--- config.mk ---
export PLATFORM = sky130hd
export DESIGN_NAME = alu_lite_issuer
export DESIGN_NICKNAME = d
export VERILOG_FILES = /design/src/rtl/alu_lite_pkg.sv /design/src/rtl/alu_lite_issuer.sv
export SDC_FILE = /design/constraint.sdc
export NUM_CORES = 1
export LEC_CHECK = 0
export BUFFER_PORTS_ARGS = -buffer_cell sky130_fd_sc_hd__buf_2
export CORE_UTILIZATION = 42
export CTS_BUF_LIST = sky130_fd_sc_hd__clkbuf_16
export DETAILED_ROUTE_END_ITERATION = 6
export GPL_TIMING_DRIVEN = 0
export PLACE_DENSITY = 0.76
export SLEW_MARGIN = 0
export SYNTH_ARGS = -nofsm -noshare
export SYNTH_HDL_FRONTEND = slang
export SYNTH_SLANG_ARGS = --single-unit
--- constraint.sdc ---
create_clock -name clk -period 1.8 [get_ports clk]
set_clock_uncertainty 0.05 [all_clocks]
set_input_delay 0.18 -clock clk [delete_from_list [all_inputs] [get_ports clk]]
set_output_delay 0.18 -clock clk [all_outputs]
set_load 0.01 [all_outputs]
--- src/rtl/alu_lite_pkg.sv ---
// alu_lite_pkg: op codes, chunk field constants and chunk encoder shared by issuer, decoder and models
package alu_lite_pkg;
  typedef enum logic [2:0] {
    OP_ADD  = 3'd0,
    OP_SUB  = 3'd1,
    OP_SLL  = 3'd2,
    OP_SRL  = 3'd3,
    OP_MULL = 3'd4,
    OP_MULH = 3'd5,
    OP_DIV  = 3'd6,
    OP_ILL  = 3'd7
  } alu_op_t;
  typedef enum logic [1:0] {ST_IDLE, ST_WAIT, ST_RESP} state_t;
  localparam logic [6:0] GRP_ARITH  = 7'b0000001;
  localparam logic [6:0] GRP_SHIFT  = 7'b0000010;
  localparam logic [6:0] GRP_MULDIV = 7'b0001000;
  localparam logic [2:0] F_ADD  = 3'b000;
  localparam logic [2:0] F_SUB  = 3'b010;
  localparam logic [2:0] F_SLL  = 3'b000;
  localparam logic [2:0] F_SRL  = 3'b010;
  localparam logic [2:0] F_MULL = 3'b000;
  localparam logic [2:0] F_MULH = 3'b001;
  localparam logic [2:0] F_DIV  = 3'b010;
  // group in [31:25], funct in [14:12], every other bit zero
  function automatic logic [31:0] encode_chunk(alu_op_t op);
    logic [6:0] grp;
    logic [2:0] fn;
    grp = (op == OP_ADD || op == OP_SUB) ? GRP_ARITH :
          (op == OP_SLL || op == OP_SRL) ? GRP_SHIFT :
          (op == OP_ILL) ? 7'd0 : GRP_MULDIV;
    fn  = (op == OP_SUB)  ? F_SUB  :
          (op == OP_SRL)  ? F_SRL  :
          (op == OP_MULH) ? F_MULH :
          (op == OP_DIV)  ? F_DIV  : 3'b000;
    return {grp, 10'd0, fn, 12'd0};
  endfunction
endpackage

--- src/rtl/alu_lite_issuer.sv ---
// alu_lite_issuer: turns valid/ready op requests into alu_lite chunks and returns the result
//   clk, reset_n          : clock, async active-low reset
//   req_valid/ready/op/arg1/arg2 : request channel
//   rsp_valid/ready/data/err     : response channel (err on illegal op or divide by zero)
//   alu_chunk/arg1/arg2, alu_res : connection to one alu_lite instance
module alu_lite_issuer
  import alu_lite_pkg::*;
#(
  parameter int DATA_WIDTH  = 32,
  parameter int RES_LATENCY = 1
) (
  input  logic                  clk,
  input  logic                  reset_n,
  input  logic                  req_valid,
  output logic                  req_ready,
  input  logic [2:0]            req_op,
  input  logic [DATA_WIDTH-1:0] req_arg1,
  input  logic [DATA_WIDTH-1:0] req_arg2,
  output logic                  rsp_valid,
  input  logic                  rsp_ready,
  output logic [DATA_WIDTH-1:0] rsp_data,
  output logic                  rsp_err,
  output logic [31:0]           alu_chunk,
  output logic [DATA_WIDTH-1:0] alu_arg1,
  output logic [DATA_WIDTH-1:0] alu_arg2,
  input  logic [DATA_WIDTH-1:0] alu_res
);
  state_t     state;
  logic [3:0] cnt;
  logic       reject;
  alu_op_t    op;
  assign op        = alu_op_t'(req_op);
  assign reject    = (op == OP_ILL) || (op == OP_DIV && req_arg2 == '0);
  assign req_ready = (state == ST_IDLE);
  always_ff @(posedge clk or negedge reset_n)
    if (!reset_n) begin
      state     <= ST_IDLE;
      cnt       <= '0;
      rsp_valid <= 1'b0;
      rsp_data  <= '0;
      rsp_err   <= 1'b0;
      alu_chunk <= '0;
      alu_arg1  <= '0;
      alu_arg2  <= '0;
    end else
      case (state)
        ST_IDLE:
          if (req_valid) begin
            if (reject) begin
              rsp_err   <= 1'b1;
              rsp_data  <= '0;
              rsp_valid <= 1'b1;
              state     <= ST_RESP;
            end else begin
              alu_chunk <= encode_chunk(op);
              alu_arg1  <= req_arg1;
              alu_arg2  <= req_arg2;
              cnt       <= 4'(RES_LATENCY);
              state     <= ST_WAIT;
            end
          end
        ST_WAIT: begin
          cnt <= cnt - 4'd1;
          // counter reads 1 on the edge RES_LATENCY after issue
          if (cnt == 4'd1) begin
            rsp_data  <= alu_res;
            rsp_err   <= 1'b0;
            rsp_valid <= 1'b1;
            state     <= ST_RESP;
          end
        end
        default:
          if (rsp_ready) begin
            rsp_valid <= 1'b0;
            state     <= ST_IDLE;
          end
      endcase
endmodule

# After elaboration in Yosys (flattened, before gate mapping)
# Cells that the tools add are included.
[word_totals]
register_bits = 114
input_bits = 103
out_inout_bits = 131
wordCells = 62
[op_classes]
n_eq_ne = 12
n_reduce_logical = 14
mux = 26
bitwise = 1
n_addsub = 1
[ops]
columns = ["cell", "n"]
rows = [
  ["two-way mux 32 bit", 3],
  ["one-hot mux 32 bit (2 select lines)", 1],
  ["logical NOT 32 bit", 1],
  ["two-way mux 4 bit", 5],
  ["two-way mux 2 bit", 8],
  ["equality test 3 bit, second input constant", 3],
  ["AND reduction 3 bit", 3],
  ["one-hot mux 4 bit (2 select lines)", 1],
  ["AND reduction 4 bit", 2],
  ["equality test 3 x 2 -> 1 bit, second input constant", 2],
  ["!= test 2 bit, second input constant", 3],
  ["two-way mux 1 bit", 5],
  ["equality test 4 x 1 -> 1 bit, second input constant", 1],
  ["one-hot mux 1 bit (2 select lines)", 2],
  ["one-hot mux 2 bit (2 select lines)", 1],
  ["subtractor 4 x 1 -> 4 bit, second input constant", 1],
  ["equality test 3 x 1 -> 1 bit, second input constant", 1],
  ["logical NOT 3 bit", 1],
  ["logical OR 1 bit", 3],
  ["nonzero test 3 bit", 1],
  ["equality test 2 x 1 -> 1 bit, second input constant", 1],
  ["logical NOT 2 bit", 1],
  ["!= test 2 x 1 -> 1 bit, second input constant", 1],
  ["nonzero test 2 bit", 1],
  ["other kinds (2)", 2],
]

# Logic depth before layout (Yosys ltp)
[logic_depth]
ltp_word = 6
mapped_depth = 9
mapped_depth_nobuf = 7

# Worst setup path before layout
# No wires, ideal clock.
[synth_path]
path_type = "input to register"
start = "input req_arg2[11]"
end = "register alu_arg2[26]"
required_ns = 1.625
path_buffers = 1
arrival_time_ns = 2.234
path_slack_ns = -0.608
setup_time_ns = 0.125
stages = 6
cell_sequence = "or4_1 > or4_1 > or3_4 > nand2_2 > buf_2 > mux2_2"
[synth_via]
elab_chain_len = 5
[synth_rtl]
columns = ["element", "line_no", "source"]
rows = [
  ["from (decl)", "alu_lite_issuer.sv:18", "input logic [DATA_WIDTH-1:0] req_arg2,"],
  ["logical NOT 32 bit", "alu_lite_issuer.sv:33", "assign reject = (op == OP_ILL) || (op == OP_DIV && req_arg2 == '0);"],
  ["logical AND 1 bit", "alu_lite_issuer.sv:33", ""],
  ["logical OR 1 bit", "alu_lite_issuer.sv:33", ""],
  ["inverter 1 bit (no line)", "-", ""],
  ["AND reduction 3 bit (no line)", "-", ""],
  ["to (signal assigned)", "alu_lite_issuer.sv:57", "alu_arg2 <= req_arg2;"],
  ["to (decl)", "alu_lite_issuer.sv:25", "output logic [DATA_WIDTH-1:0] alu_arg2,"],
]
# Every way passes these cells.
# A chain may end at the register's enable or synchronous reset.

# Worst setup path in the final report
[layout_path]
start = "input req_arg2[11]"
end = "register alu_arg1[2]"
[layout_via]
elab_chain_len = 5
[layout_rtl]
columns = ["element", "line_no", "source"]
rows = [
  ["logical NOT 32 bit", "alu_lite_issuer.sv:33", ""],
  ["logical AND 1 bit", "alu_lite_issuer.sv:33", ""],
  ["logical OR 1 bit", "alu_lite_issuer.sv:33", ""],
  ["inverter 1 bit (no line)", "-", ""],
  ["AND reduction 3 bit (no line)", "-", ""],
  ["to (signal assigned)", "alu_lite_issuer.sv:56", "alu_arg1 <= req_arg1;"],
  ["to (decl)", "alu_lite_issuer.sv:24", "output logic [DATA_WIDTH-1:0] alu_arg1,"],
]
# Every way passes these cells.

==> key figures <==
Status
  – Status: finished with violations
  – Failing checks: setup timing

Logic synthesis
  – Post-synth top cells: dfrtp_1 (109), nand3_1 (68), mux2_2 (39), nand2_1 (39), nand4_1 (33)
  – Synth top area share: 55.13%
  – Dominant cell by count in the synthesized netlist: dfrtp_1
  – Synth Register Bits: 109
  – Most common flop cell mapped by yosys: dfrtp_1
  – Area leader, netlist: dfrtp_1
  – Synthesized instance count: 423
  – Synth area leaders: dfrtp_1 (55%), mux2_2 (8.9%), mux2_4 (7.9%)
  – Synth async-reset ratio: 100.0%
  – Area of the mapped netlist: 0.004947 mm2
  – Yosys Warn Count: 0
  – Sequential share of the synthesized area: 55.13%
  – Avg Inst Size Synth: 11.70 um2
  – Synth unique cells: 37
  – Post-synth EDFFs: 0

Setup path
  – Critical path fanouts, max: 10
  – Slowest cell delay on critical path: 0.52 ns
  – Setup CP Type: input pin to flip-flop
  – CP max stage cell: or4_4
  – CP required: 1.97 ns
  – WP data arrival: 2.31 ns
  – Critical-path cell list: buf_6 > or4_4 > or4_1 > or3_4 > and2_4 > buf_12 > mux2_4
  – R2r worst-path depth: 5
  – Critical Path End Type: flip-flop
  – Critical Path Source Type: input pin

Global route
  – Via count of the first global-routing pass: 4151
  – Grt ovf: 0
  – First-pass GRT wire length: 20420 um
  – Largest net degree at the start of global routing: 62
  – Initial antenna violation count: 0
  – Global Route Usage Sum: 20.64%

Timing
  – Final hold violation count: 0
  – Fin crit share: 119.0%
  – TNS Setup: -27.28 ns
  – Final min period: 2.142 ns
  – Worst slew pin tran: 0.6268 ns
  – Count of pins over their slew limit: 0
  – Setup-failing EPs final: 109
  – Worst Slack Setup Final: -0.3416 ns
  – F_max: 466.9 MHz
  – RSZ-0062 raised after global routing: true
  – Hold Slack: 0.01374 ns
  – Worst relative slew slack: 58.21%

Power and ir drop
  – Logic pwr share: 48.3%
  – Sw Share: 36.60%
  – Flop pwr share: 36.1%
  – Peak supply drop: 0.0008114 V
  – Internal cell power: 0.007913 W
  – Pwr dens: 1778 mW/mm2
  – Psw: 0.004567 W
  – Clock Power Share: 15.6%
  – Lkg Pwr: 3.655 nW

Floorplan
  – Die Y: 110.5 um
  – Initial core utilization: 43.14%
  – Top-Level Pins: 234
  – Die width: 110.5 um
  – Core Rows: 39
  – DIE AREA: 0.01222 mm2
  – Core ar.: 0.01147 mm2

Routing
  – Average wire per standard cell: 15.18 um
  – Initial DRC Count: 209
  – Vias: 4113
  – Drt drc: 0
  – DRT Pass-1 Iters: 4
  – Antenna-violating nets left: 0
  – Total Routed Length: 12540 um
  – Via density: 4.979

Layout
  – Layout cell share with drive strength beyond 1: 52.12%
  – Final #Nets: 783
  – Diodes inserted: 0
  – Util after Layout: 61.21%
  – Layout area overhead: 41.88%

Placed design
  – Post-place setup slack: -0.8289 ns
  – Hpwl dp: 8837 um
  – GPL Wtd Cong: 0.7725
  – Number of port buffers: 206

Min path
  – Worst min path class: input pin to flip-flop
  – Hold Crit Depth: 2

Clocking
  – Sinks on Clock Net: 109
  – Worst-case clock buffer depth: 2
  – TritonCTS clock tree: built
  – CTS Root Cell: clkbuf_16
  – CTS clock-pin slew for the worst setup and hold paths: 0.08 ns
  – CTS H-tree depth: 3
  – CTS Buf Count: 9
  – Clk_lat worst skew: 0.34 ns

Run
  – MaxCap Viol Count: 0
[state kept, by name, indices dropped and copies added (netlist names)]
name	cells
alu_arg1	32
alu_arg2	32
alu_chunk	5
cnt	4
rsp_data	32
rsp_err	1
rsp_valid	1
state	2
[worst max-delay path, delay by kind of cell]
family	cells	cell delay, ns
simple gates	4	1.58
mux	1	0.30
buf+inv	2	0.25
[kinds of logic (layout without fill, tap and decap cells)]
family / after synthesis / count (layout) / share of synthesized area [%]
DFF: 109 / 109 / 55.13
adders and majority gates: 2 / 2 / 0.5057
muxes: 65 / 65 / 16.77
other: 1 / 27 / 0.07580
xor gates and xnor gates: 3 / 3 / 0.5312
buffers and inverters: 60 / 294 / 7.385
AOI/OAI and AO/OA: 15 / 15 / 2.175
and+or+nand+nor: 168 / 168 / 17.43
[power groups by stage]
stage               clock network, W  logic [W]  registers, W
floorplan                          0    0.00274       0.00501
global placement                   0    0.00517       0.00442
detailed placement                 0    0.00533       0.00449
CTS                          0.00199    0.00599       0.00449
global route                 0.00211    0.00655       0.00466
finish                       0.00195    0.00603       0.00450
[final timing paths]
kind	from	end	slack, ns
worst min-delay path	req_arg2[10]	alu_arg2[10]$_DFFE_PN0P_	0.01
worst min register to register	rsp_err$_DFFE_PN0P_	rsp_err$_DFFE_PN0P_	0.45
worst max register to register	state[1]$_DFFE_PN0P_	alu_arg1[10]$_DFFE_PN0P_	-0.07
worst max-delay path	req_arg2[11]	alu_arg1[2]$_DFFE_PN0P_	-0.34
min in group asynchronous	reset_n	alu_arg2[4]$_DFFE_PN0P_	0.37
max in group asynchronous	reset_n	state[1]$_DFFE_PN0P_	0.60
[repair_timing]
action	4_1_cts	5_1_grt
gates cloned	1	1
gates resized for setup	75	14
hold endpoints to repair	48	0
buffers inserted	10	2
hold buffers	1	0
endpoints found under the setup margin	110	110
pin swaps	5	5
[metal layers]
metal	GRT usage, %	wire length (um)	share of wire [%]
met5	0	0	0
met4	7.289	188	1.5
met3	4.007	649	5.2
met2	34.82	6379	51
met1	26.44	5318	42
[cells in the final DEF (no fill, tap or decap), types with 4 or more instances in the layout]
cell | Yosys | routed
buf_2 | 1 | 203
nand4_1 | 33 | 33
buf_4 | 29 | 36
conb_1 | 1 | 27
buf_6 | 4 | 6
dfrtp_1 | 109 | 108
mux2_4 | 26 | 57
nand3_1 | 68 | 68
clkbuf_2 | 0 | 7
buf_12 | 0 | 4
clkbuf_1 | 22 | 8
nand2_1 | 39 | 38
clkbuf_16 | 0 | 10
inv_1 | 4 | 5
nor4_1 | 6 | 6
mux2_2 | 39 | 8
[metrics by stage]
step	power, W	instances	instance area [um2]
finish	0.01248	826	7019
global route	0.01332	826	7019
CTS	0.01246	826	6974
detailed placement	0.009819	799	6310
global placement	0.009586	798	6280
floorplan	0.007755	449	5070
[area by class of cell]
class	instances	area, um2
multi-input cells	280	2130
well taps	143	178.9
plain buffers	54	441.7
fillers	968	4448
inverters	4	15.01
clock buffers	9	225.2
clock inverters	7	66.31
flip-flops and latches	109	2729
repair buffers	220	1234
(Power assumes the default switching activity.)
